## src/rtl/vend_pkg.sv

```systemverilog
// Shared encodings for the vending credit path: FSM states, coin values and change-coin codes.
package vend_pkg;

  typedef enum logic [1:0] {
    S_IDLE     = 2'd0,
    S_COLLECT  = 2'd1,
    S_DISPENSE = 2'd2,
    S_CHANGE   = 2'd3
  } state_t;

  localparam int unsigned COIN_5_VAL  = 5;
  localparam int unsigned COIN_10_VAL = 10;
  localparam int unsigned COIN_25_VAL = 25;

  localparam logic [1:0] CC_NONE = 2'b00;
  localparam logic [1:0] CC_5    = 2'b01;
  localparam logic [1:0] CC_10   = 2'b10;
  localparam logic [1:0] CC_25   = 2'b11;

  function automatic int unsigned coin_code_value(input logic [1:0] code);
    case (code)
      CC_5:    return COIN_5_VAL;
      CC_10:   return COIN_10_VAL;
      CC_25:   return COIN_25_VAL;
      default: return 0;
    endcase
  endfunction

endpackage

```

## src/rtl/vend_credit_ctrl_change_picker.sv

```systemverilog
// Greedy change selection: largest coin not exceeding the credit (5c floor).
module change_picker
  import vend_pkg::*;
#(
  parameter int unsigned CREDIT_W = 8
) (
  input  logic [CREDIT_W-1:0] i_credit,
  output logic [1:0]          o_code,
  output logic [CREDIT_W-1:0] o_value
);

  localparam logic [CREDIT_W-1:0] L_25 = CREDIT_W'(COIN_25_VAL);
  localparam logic [CREDIT_W-1:0] L_10 = CREDIT_W'(COIN_10_VAL);
  localparam logic [CREDIT_W-1:0] L_5  = CREDIT_W'(COIN_5_VAL);

  always_comb begin
    o_code  = CC_5;
    o_value = L_5;
    if (i_credit >= L_25) begin
      o_code  = CC_25;
      o_value = L_25;
    end else if (i_credit >= L_10) begin
      o_code  = CC_10;
      o_value = L_10;
    end
  end

endmodule

```

## src/rtl/vend_credit_ctrl.sv

```systemverilog
// Credit/vend controller: accumulates debounced coin pulses, vends at PRICE and pays change
// one coin per valid/ready handshake.
module vend_credit_ctrl
  import vend_pkg::*;
#(
  parameter int unsigned PRICE      = 75,
  parameter int unsigned MAX_CREDIT = 200,
  parameter int unsigned CREDIT_W   = 8
) (
  input  logic                clk,
  input  logic                reset,
  input  logic                coin_5,
  input  logic                coin_10,
  input  logic                coin_25,
  input  logic                sel,
  input  logic                cancel,
  input  logic                change_ready,
  output logic [CREDIT_W-1:0] credit,
  output logic                dispense,
  output logic                coin_reject,
  output logic                change_valid,
  output logic [1:0]          change_coin,
  output logic                busy
);

  localparam logic [CREDIT_W-1:0] L_PRICE = CREDIT_W'(PRICE);
  localparam logic [CREDIT_W:0]   L_MAX   = (CREDIT_W+1)'(MAX_CREDIT);

  state_t              r_state;
  logic [CREDIT_W-1:0] r_credit;
  logic                r_coin_reject;

  logic                w_coin_any;
  logic                w_coin_extra;
  logic [CREDIT_W-1:0] w_coin_val;
  logic [CREDIT_W:0]   w_sum;
  logic                w_fits;
  logic [1:0]          w_pick_code;
  logic [CREDIT_W-1:0] w_pick_val;

  change_picker #(
    .CREDIT_W(CREDIT_W)
  ) u_picker (
    .i_credit(r_credit),
    .o_code  (w_pick_code),
    .o_value (w_pick_val)
  );

  // Only the highest-value coin in a cycle is a candidate; any lower ones are extras.
  always_comb begin
    w_coin_any   = coin_25 | coin_10 | coin_5;
    w_coin_extra = coin_25 ? (coin_10 | coin_5) : (coin_10 & coin_5);
    w_coin_val   = '0;
    if (coin_25)      w_coin_val = CREDIT_W'(COIN_25_VAL);
    else if (coin_10) w_coin_val = CREDIT_W'(COIN_10_VAL);
    else if (coin_5)  w_coin_val = CREDIT_W'(COIN_5_VAL);
    w_sum  = {1'b0, r_credit} + {1'b0, w_coin_val};
    w_fits = (w_sum <= L_MAX);
  end

  always_ff @(posedge clk) begin
    if (reset) begin
      r_state       <= S_IDLE;
      r_credit      <= '0;
      r_coin_reject <= 1'b0;
    end else begin
      r_coin_reject <= 1'b0;
      case (r_state)
        S_IDLE, S_COLLECT: begin
          // sel/cancel act on pre-coin credit; a coin arriving alongside them is refused.
          if (cancel || sel) begin
            r_coin_reject <= w_coin_any;
            if (cancel) begin
              if (r_state == S_COLLECT) r_state <= S_CHANGE;
            end else if (r_credit >= L_PRICE) begin
              r_state  <= S_DISPENSE;
              r_credit <= r_credit - L_PRICE;
            end
          end else if (w_coin_any) begin
            r_coin_reject <= w_coin_extra | ~w_fits;
            if (w_fits) begin
              r_credit <= w_sum[CREDIT_W-1:0];
              r_state  <= S_COLLECT;
            end
          end
        end
        S_DISPENSE: begin
          r_coin_reject <= w_coin_any;
          r_state       <= (r_credit != '0) ? S_CHANGE : S_IDLE;
        end
        S_CHANGE: begin
          r_coin_reject <= w_coin_any;
          if (change_ready) begin
            r_credit <= r_credit - w_pick_val;
            if (r_credit == w_pick_val) r_state <= S_IDLE;
          end
        end
        default: r_state <= S_IDLE;
      endcase
    end
  end

  assign credit       = r_credit;
  assign dispense     = (r_state == S_DISPENSE);
  assign change_valid = (r_state == S_CHANGE);
  assign change_coin  = (r_state == S_CHANGE) ? w_pick_code : CC_NONE;
  assign busy         = (r_state == S_DISPENSE) || (r_state == S_CHANGE);
  assign coin_reject  = r_coin_reject;

endmodule

```

## config.mk

```make
export PLATFORM = sky130hd
export DESIGN_NAME = vend_credit_ctrl
export DESIGN_NICKNAME = d
export VERILOG_FILES = /design/src/rtl/vend_pkg.sv /design/src/rtl/vend_credit_ctrl_change_picker.sv /design/src/rtl/vend_credit_ctrl.sv
export SDC_FILE = /design/constraint.sdc
export NUM_CORES = 1
export LEC_CHECK = 0
export ABC_AREA = 1
export BUFFER_PORTS_ARGS = -buffer_cell sky130_fd_sc_hd__buf_2
export CORE_ASPECT_RATIO = 0.5
export CORE_MARGIN = 8
export CORE_UTILIZATION = 35
export CTS_CLUSTER_DIAMETER = 150
export CTS_CLUSTER_SIZE = 12
export DETAILED_ROUTE_END_ITERATION = 7
export HOLD_SLACK_MARGIN = 0.05
export PLACE_DENSITY = 0.58
export SYNTH_ARGS = -nofsm -noshare
export SYNTH_HDL_FRONTEND = slang
export SYNTH_SLANG_ARGS = --single-unit
export TNS_END_PERCENT = 20
```

## constraint.sdc

```tcl
create_clock -name clk -period 3.25 [get_ports clk]
set_input_delay 0.4875 -clock clk [delete_from_list [all_inputs] [get_ports clk]]
set_output_delay 0.4875 -clock clk [all_outputs]
set_load 0.05 [all_outputs]
```

==> results_dict.tcl <==
set metrics [dict create \
    outcome "finished clean" \
    drc 0 \
    synthFlopType "dfxtp_1" \
    critPathRequiredTime_ns 3.38 \
    syn_area_mm2 0.00169 \
    postSynth.asyncResetShare_pct 0 \
    antenna_found_initial 0 \
    syn_nets 318 \
    ys_types 36 \
    maxCapViolCount 0 \
    cts-htree-levels 1 \
    clockRootBuffer "clkbuf_8" \
    r2r-start "credit[0]$_SDFFE_PP0P_" \
    final_layout_size_suffix_gt1_share_pct 15.7 \
    grt_pass1_wl_um 8380 \
    die_area_mm2 0.00744 \
    startpoint_type "flip-flop" \
    final_common_cell "nand2_1" \
    wire_per_inst_um 13.3 \
    area_delta_synth_final_pct 12.4 \
    layout_common_cells "nand2_1, nor2_1, nand3_1, inv_1, buf_2" \
    crit_path_start "credit[0]$_SDFFE_PP0P_" \
    first_iter_violations 182 \
    grt_max_degree 18 \
    grt_overflow 0 \
    place_congestion 0.958 \
    final-max-slew-violation-count 0 \
    finalCritPeriodShare_pct 89.8 \
    rows 18 \
    syn_inst 293 \
    coreArea_mm2 0.00480 \
    max_freq_mhz 343 \
    cts_sinks 11 \
    path_class "reg -> reg" \
    fin_skew_ns 0.00152 \
    tightest_slew_ns 0.450 \
    port_buffers 21 \
    setup.worst_path.end_class "flip-flop" \
    cts_resized 0 \
    drt-pass1-iter-count 5 \
    vias 1941 \
    ctsLongestPathBuffers 2 \
    slew_headroom_pct 69.9 \
    pin_count 22 \
    postCtsSetupBuffers 0 \
    synth-seq-area-share_pct 13.0 \
    clk_pin_slew_ns 0.05 \
    period_minus_slack_ns 2.92 \
    hold_viol 0 \
    die_x_um 114 \
    cts_buffers 3 \
    final-setup-viol-count 0 \
    ys_ff_latch 11 \
    start_util_pct 35.2 \
    ant_nets 0 \
    routed_via_density 5.07 \
    crit_arrival_ns 3.05 \
    worstSkewPairLatency_ns 0.24 \
    antenna_cells 0 \
    synth-edff-count 0 \
    syn_avg_cell_area_um2 5.77 \
    setup_tns_ns 0 \
    fin_nets 339 \
    detailedPlacementHpwl_um 4190 \
    yosysWarnings 0 \
    crit_fanout 8 \
    holdCritStartpoint "reset" \
    ctsHoldBuffers 0 \
    hp-class "in -> reg" \
    totalWireLength_um 5100 \
    die_height_um 65.1 \
    grt_pass1_vias 1730 \
    rsz0062_at_grt "no" \
    grt_util_all_layers_pct 13.7 \
    cts_tree "yes" \
]
==> through the flow <==
step	utilization (%)	hold slack (ns)	instance area (um2)	std cells	setup slack, ns
after global routing	39.6	0.461	1900	383	0.0760
after floorplan	-	0.523	1690	293	0.125
after detailed placement	38.7	0.567	1850	379	0.341
final	39.6	0.458	1900	383	0.330
after global placement	38.7	0.557	1850	379	0.336
after CTS	39.6	0.449	1900	383	0.314
==> critical path, cell delays in order, from the launching register on <==
cell and delay (ns):
dfxtp_2 0.38, inv_1 0.15, ha_1 0.16, nand3b_1 0.08, a31oi_1 0.21, nand2_1 0.15
ha_1 0.24, fa_1 0.40, nor2_1 0.22, nand3_1 0.13, nand3_1 0.13, nand2_1 0.06
nand2_1 0.06, nor2_1 0.04, a21oi_1 0.20, nand3_2 0.10, nand2_1 0.07, nor2_1 0.04
==> routing by layer <==
layer	global-route usage [%]	vias to the layer above	share of wire, %
met2	21.6	75	42
li1	-	999	-
met1	17.6	865	47
met4	1.48	0	0.27
met3	5.67	2	11
met5	0	-	0
==> synthesized netlist by cell type, types with 3 or more instances <==
library cell  instances  area share [%]
a21oi_1              15             4.4
buf_2                 5             1.5
dfxtp_1              11              13
ha_1                 15              11
inv_1                30             6.7
inv_2                 4            0.89
nand2_1              88              20
nand2_2               3             1.1
nand3_1              31             9.2
nand3_2               4             2.4
nand4_1               5             1.9
nor2_1               39             8.7
o21ai_0              11             3.3
==> final timing paths <==
kind              cells past startpoint  slack, ns                       to
setup / recovery                     17       0.33   credit[6]$_SDFFE_PP0P_
hold / removal                        2       0.46  r_state[1]$_SDFFE_PP0P_
setup reg to reg                     17       0.33   credit[6]$_SDFFE_PP0P_
hold reg to reg                       4       0.57  r_state[0]$_SDFFE_PP0P_
==> sequential cells by signal, summed over array words and instances (netlist names) <==
register / cells
credit: 8
coin_reject: 1
r_state: 2
==> area by class of cell <==
cell class / instances / area (um2)
fill: 553 / 2900
clock buffer: 4 / 45.0
multi-input combinational: 237 / 1270
tap: 70 / 87.6
inverter: 35 / 131
sequential: 11 / 221
timing repair buffer: 26 / 143
==> cells by family after synthesis <==
logic type,after synthesis,synth area share (%)
and+or+nand+nor,178,46.6
DFF,11,13.0
AOI/OAI and AO/OA,40,14.1
xor gates and xnor gates,2,1.04
adders and majority gates,17,13.5
buffers and inverters,45,11.7
Power is left out: the tool's default activity adds up to more than one toggle a clock period on the data nets, which glitch-free logic cannot reach.
